[config.mk]
export PLATFORM = sky130hd
export DESIGN_NAME = hall_filter
export DESIGN_NICKNAME = d
export VERILOG_FILES = /design/src/rtl/hall_pkg.sv /design/src/rtl/hall_sync_filter.sv /design/src/rtl/hall_filter.sv
export SDC_FILE = /design/constraint.sdc
export NUM_CORES = 1
export LEC_CHECK = 0
export BUFFER_PORTS_ARGS = -buffer_cell sky130_fd_sc_hd__clkbuf_2
export CAP_MARGIN = 20
export CORE_MARGIN = 10
export CORE_UTILIZATION = 48
export DETAILED_ROUTE_END_ITERATION = 16
export GPL_ROUTABILITY_DRIVEN = 0
export PLACE_DENSITY = 0.72
export SYNTH_ARGS = -nofsm -noshare
export SYNTH_HDL_FRONTEND = slang
export SYNTH_SLANG_ARGS = --single-unit
[constraint.sdc]
create_clock -name clock -period 2.3 [get_ports clock]
set_input_delay 0.46 -clock clock [delete_from_list [all_inputs] [get_ports clock]]
set_output_delay 0.46 -clock clock [all_outputs]
set_load 0.01 [all_outputs]
[src/rtl/hall_pkg.sv]
// hall_pkg: hall code constants, commutation successor functions and lock-state type
// shared by the hall_filter front end.
package hall_pkg;

  localparam logic [2:0] HALL_INVALID_LO = 3'b000;
  localparam logic [2:0] HALL_INVALID_HI = 3'b111;

  typedef enum logic [0:0] {
    UNLOCKED = 1'b0,
    LOCKED   = 1'b1
  } lock_state_t;

  function automatic logic hall_is_valid(input logic [2:0] code);
    return (code != HALL_INVALID_LO) && (code != HALL_INVALID_HI);
  endfunction

  // Forward order 001->011->010->110->100->101->001; invalid codes map to 000,
  // which never equals a valid candidate.
  function automatic logic [2:0] hall_fwd_next(input logic [2:0] code);
    logic [2:0] nxt;
    case (code)
      3'b001:  nxt = 3'b011;
      3'b011:  nxt = 3'b010;
      3'b010:  nxt = 3'b110;
      3'b110:  nxt = 3'b100;
      3'b100:  nxt = 3'b101;
      3'b101:  nxt = 3'b001;
      default: nxt = HALL_INVALID_LO;
    endcase
    return nxt;
  endfunction

  function automatic logic [2:0] hall_rev_next(input logic [2:0] code);
    logic [2:0] nxt;
    case (code)
      3'b011:  nxt = 3'b001;
      3'b010:  nxt = 3'b011;
      3'b110:  nxt = 3'b010;
      3'b100:  nxt = 3'b110;
      3'b101:  nxt = 3'b100;
      3'b001:  nxt = 3'b101;
      default: nxt = HALL_INVALID_LO;
    endcase
    return nxt;
  endfunction

endpackage

[src/rtl/hall_sync_filter.sv]
// hall_sync_filter: two-flop synchronizer plus stability filter; raises accept when a
// new code has been stable for FILTER_CYCLES consecutive cycles.
module hall_sync_filter #(
  parameter int FILTER_CYCLES = 16
) (
  input  logic       clock,
  input  logic       reset,
  input  logic [2:0] hall_raw,
  input  logic [2:0] hall,
  output logic [2:0] cand,
  output logic       accept
);

  localparam int CW = (FILTER_CYCLES > 1) ? $clog2(FILTER_CYCLES) : 1;
  localparam logic [CW-1:0] SCNT_MAX = CW'(FILTER_CYCLES - 1);
  localparam logic [CW-1:0] SCNT_ONE = CW'(1);

  logic [2:0]    s1;
  logic [2:0]    s2;
  logic [CW-1:0] scnt;

  // Synchronizer, candidate capture and saturating stability counter.
  always_ff @(posedge clock or posedge reset) begin
    if (reset) begin
      s1   <= 3'b000;
      s2   <= 3'b000;
      cand <= 3'b000;
      scnt <= {CW{1'b0}};
    end else begin
      s1 <= hall_raw;
      s2 <= s1;
      if (s2 != cand) begin
        cand <= s2;
        scnt <= {CW{1'b0}};
      end else if (scnt != SCNT_MAX) begin
        cand <= cand;
        scnt <= scnt + SCNT_ONE;
      end else begin
        cand <= cand;
        scnt <= scnt;
      end
    end
  end

  assign accept = (s2 == cand) && (scnt == SCNT_MAX) && (cand != hall);

endmodule

[src/rtl/hall_filter.sv]
// hall_filter: filtered hall code, lock/fault tracking, direction and commutation period.
// Period measurement (period, period_valid, stall) exists only when HALL_PERIOD_EN is defined.
module hall_filter
  import hall_pkg::*;
#(
  parameter int FILTER_CYCLES = 16,
  parameter int PERIOD_WIDTH  = 16
) (
  input  logic                    clock,
  input  logic                    reset,
  input  logic [2:0]              hall_raw,
  output logic [2:0]              hall,
  output logic                    hall_edge,
  output logic                    hall_fault,
  output logic                    dir_meas,
  output logic [PERIOD_WIDTH-1:0] period,
  output logic                    period_valid,
  output logic                    stall
);

  logic [2:0]  cand;
  logic        accept;
  lock_state_t state;
  lock_state_t state_next;
  logic [2:0]  hall_next;
  logic        jump_err;
  logic        jump_next;
  logic        dir_next;
  logic        fault_next;
  logic        new_valid;
  logic        step_fwd;
  logic        step_rev;

  hall_sync_filter #(
    .FILTER_CYCLES(FILTER_CYCLES)
  ) u_sync (
    .clock    (clock),
    .reset    (reset),
    .hall_raw (hall_raw),
    .hall     (hall),
    .cand     (cand),
    .accept   (accept)
  );

  // Lock FSM next state, transition classification and fault decode.
  always_comb begin
    state_next = state;
    hall_next  = hall;
    jump_next  = jump_err;
    dir_next   = dir_meas;
    new_valid  = hall_is_valid(cand);
    step_fwd   = (hall_fwd_next(hall) == cand);
    step_rev   = (hall_rev_next(hall) == cand);
    if (accept) begin
      hall_next = cand;
      case (state)
        UNLOCKED: begin
          jump_next = 1'b0;
          if (new_valid) begin
            state_next = LOCKED;
          end else begin
            state_next = UNLOCKED;
          end
        end
        LOCKED: begin
          if (!new_valid) begin
            state_next = UNLOCKED;
          end else if (step_fwd) begin
            dir_next  = 1'b1;
            jump_next = 1'b0;
          end else if (step_rev) begin
            dir_next  = 1'b0;
            jump_next = 1'b0;
          end else begin
            jump_next = 1'b1;
          end
        end
        default: state_next = UNLOCKED;
      endcase
    end else begin
      hall_next = hall;
    end
    fault_next = !hall_is_valid(hall_next) || jump_next;
  end

  // Lock state and registered hall-side outputs.
  always_ff @(posedge clock or posedge reset) begin
    if (reset) begin
      state      <= UNLOCKED;
      hall       <= 3'b000;
      hall_edge  <= 1'b0;
      hall_fault <= 1'b1;
      dir_meas   <= 1'b0;
      jump_err   <= 1'b0;
    end else begin
      state      <= state_next;
      hall       <= hall_next;
      hall_edge  <= accept;
      hall_fault <= fault_next;
      dir_meas   <= dir_next;
      jump_err   <= jump_next;
    end
  end

`ifdef HALL_PERIOD_EN
  localparam logic [PERIOD_WIDTH-1:0] PCNT_MAX = {PERIOD_WIDTH{1'b1}};
  localparam logic [PERIOD_WIDTH-1:0] PCNT_ONE = PERIOD_WIDTH'(1);

  logic [PERIOD_WIDTH-1:0] pcnt;
  logic [PERIOD_WIDTH-1:0] pcnt_next;
  logic                    armed;
  logic                    armed_next;
  logic                    valid_next;
  logic                    lock_edge;
  logic                    step_legal;

  // armed marks one clean edge seen; a second clean edge makes the period valid.
  always_comb begin
    lock_edge  = accept && (state == UNLOCKED) && new_valid;
    step_legal = accept && (state == LOCKED) && new_valid && (step_fwd || step_rev);
    if (accept) begin
      pcnt_next = PCNT_ONE;
    end else if (pcnt != PCNT_MAX) begin
      pcnt_next = pcnt + PCNT_ONE;
    end else begin
      pcnt_next = pcnt;
    end
    if (lock_edge) begin
      armed_next = 1'b1;
      valid_next = 1'b0;
    end else if (step_legal) begin
      armed_next = 1'b1;
      valid_next = armed;
    end else if (accept || (pcnt_next == PCNT_MAX)) begin
      armed_next = 1'b0;
      valid_next = 1'b0;
    end else begin
      armed_next = armed;
      valid_next = period_valid;
    end
  end

  // Period counter and registered period outputs; an edge wins over saturation.
  always_ff @(posedge clock or posedge reset) begin
    if (reset) begin
      pcnt         <= {PERIOD_WIDTH{1'b0}};
      period       <= {PERIOD_WIDTH{1'b0}};
      period_valid <= 1'b0;
      stall        <= 1'b0;
      armed        <= 1'b0;
    end else begin
      pcnt         <= pcnt_next;
      period       <= accept ? pcnt : period;
      period_valid <= valid_next;
      stall        <= (pcnt_next == PCNT_MAX);
      armed        <= armed_next;
    end
  end
`else
  assign period       = {PERIOD_WIDTH{1'b0}};
  assign period_valid = 1'b0;
  assign stall        = 1'b0;
`endif

endmodule

==> flow_summary.toml <==
[worst_setup_path]
r2r_slack_ns = 0.29
cp.arrival_ns = 2.25
critPathRequiredTime_ns = 2.54
startpoint = "u_sync.scnt[0]"
critPathLaunchType = "flop"
path_max_fanout = 9
rr_startpoint = "u_sync.scnt[0]"
reg2reg_to = "hall_fault"
r2r_cells = 6
endpoint = "hall_fault"
endpoint_kind = "flop"
crit_type = "reg -> reg"

[floorplan]
fp.dieH_um = 71.1
ioPinCount = 29
core_um2 = 2480
die_width_um = 71.1
dieArea_um2 = 5060
start_util_pct = 50.7
rows = 18

[grt]
grt_use_total_pct = 8.52
antenna_found_initial = 0
grt_pass1_wl_um = 3620
overflow = 0
grt_pass1_vias = 748
grt_max_degree = 22

[clock_network]
cts_tree = "yes"
path_clk_slew_ns = 0.11
postCtsSetupBuffers = 0
clk_latency_ns = 0.30
cts_hold_buffers = 0
cts.sinks = 21
cts-resized-gates = 0
cts.root.buffer_cell = "clkbuf_4"
clk_path_buf_depth = 2
htree_levels = 1
cts_inserted_buffers = 3

[placement]
dp_hpwl_um = 1640
port_buffers = 10
place_area_um2 = 1210
placed_cells = 145
dp_slack_ns = 0.294

[route]
drc = 0
first_iter_violations = 75
vias = 759
vias_per_cell = 5.09
drt-pass1-iter-count = 4
routed_wl_um = 2150
wl_per_cell_um = 14.4
ant_nets = 0

[sta]
fmax_mhz = 498
worst_slew_pin_slew_ns = 0.759
relSlewSlack_pct = 49.3
finalCriticalPeriod_ns = 2.01
finalHoldViolations = 0
slew_viol_final = 0
clock_skew_ns = 0.00184
fin_ws_ns = 0.290
rsz0062_at_grt = "no"
timing.final.crit_share_pct = 87.4
finalSetupTns_ns = 0
setup_violations = 0

[logic_synthesis]
yosysTopAreaCellShare_pct = 39.9
synth_cells = 116
synth_area_leaders = "dfrtp_1, buf_4, xnor2_1"
synth_edf_count = 0
synth.yosys.warnings = 0
seq_area_frac_synth_pct = 42.0
synth_cell_type_count = 39
avgSynthCellArea_um2 = 10.8
synthArstFlopShare_pct = 100
yosys.area.top_type = "dfrtp_1"
ys_ff_latch = 21
syn-cell-area_um2 = 1250
synthTopCellsByCount = "buf_4, dfrtp_1, nor2_1, xnor2_1, xor2_1"
synthFlopType = "dfrtp_1"

[layout]
final_area_um2 = 1230
stdcell_count = 149
fin_nets = 126
seqCellArea_um2 = 527
multi_input_area_um2 = 586
syn_to_final_growth_pct = -1.60
nFillCells = 254
drive_above_1_share_pct = 23.5
diodes = 0

[worst_hold_path]
min_path_type = "in -> async"

[run]
drv_cap = 0

[status]
status = "finished clean"

[power]
ir_drop_mv = 0.423
p_leak_nw = 0.571
powerDensity_nw_per_um2 = 499
p_total_w = 0.000616
## kinds of logic after synthesis
family,share of synthesized area [%]
flip-flops,42.0
adder cells (fa/ha/maj),0.997
buffers and inverters,16.5
AO/OA/AOI/OAI,9.67
other,0.299
XOR/XNOR,8.37
AND/OR/NAND/NOR,16.5
multiplexers,5.78
## sequential cells by signal, summed over array words and instances (netlist names)
signal	flops
u_sync.cand	3
dir_meas	1
hall_fault	1
u_sync.s1	3
jump_err	1
u_sync.scnt	4
u_sync.s2	3
state	1
hall_edge	1
hall	3
## how the worst min path moves through the flow
stage | end | slack, ns | depth (start not counted)
final | u_sync.s1[2] | 0.26 | 2
after floorplan | u_sync.s2[0] | 0.33 | 0
after global placement | u_sync.s2[0] | 0.33 | 0
after CTS | u_sync.s1[1] | 0.25 | 1
after detailed placement | u_sync.s2[0] | 0.34 | 0
after global routing | u_sync.s1[0] | 0.25 | 1
## routing by layer
metal | vias up | track usage [%] | part of all wire [%]
li1 | 367 | - | -
met1 | 369 | 9.28 | 39
met2 | 19 | 15.1 | 54
met3 | 4 | 2.93 | 6.2
met4 | 0 | 2.58 | 0.79
met5 | - | 0 | 0
## worst max-delay path, stage by stage, from the launching register on
cell,delay [ns]
dfrtp_1,0.42
ha_1,0.27
nand3_4,0.13
and4b_1,0.49
mux2i_2,0.30
a21oi_1,0.06
a211o_1,0.27
## through the flow
step / hold WS, ns / utilization [%]
2_1_floorplan: 0.331 / -
3_3_place_gp: 0.335 / 48.7
6_report: 0.259 / 49.8
3_5_place_dp: 0.336 / 48.7
4_1_cts: 0.255 / 49.8
5_1_grt: 0.245 / 49.8
## placed cells by master, fill, tap and decap left out, types with 2 or more instances in the layout
cell type  instances
nand2_1            2
and4b_1            2
xnor2_1            7
inv_1              2
clkbuf_4           3
dfrtp_1           20
nor2_1             7
conb_1            18
a31oi_1            3
o21ai_0            2
o31ai_2            2
nand3_1            2
nor3_1             4
xor2_1             5
nor4bb_1           3
a21oi_1            3
nor3_2             2
clkbuf_2          10
mux2_2             3
## cell type report
cell class	instances	share of cell area, %
Clock buffer	3	1.82
Inverter	2	0.608
Sequential cell	21	42.7
Tap cell	30	3.04
Clock inverter	1	0.405
Multi-Input combinational cell	82	47.4
Timing Repair Buffer	10	4.05
## report_power, final
group	switching (W)	leakage, nW	total [W]	internal (W)
combinational	0.0000352	0.285	0.0000518	0.0000167
clock	0.000105	0.0177	0.000170	0.0000648
sequential	0.0000154	0.269	0.000394	0.000379
total	0.000156	0.571	0.000616	0.000460
(Power assumes the default switching activity.)
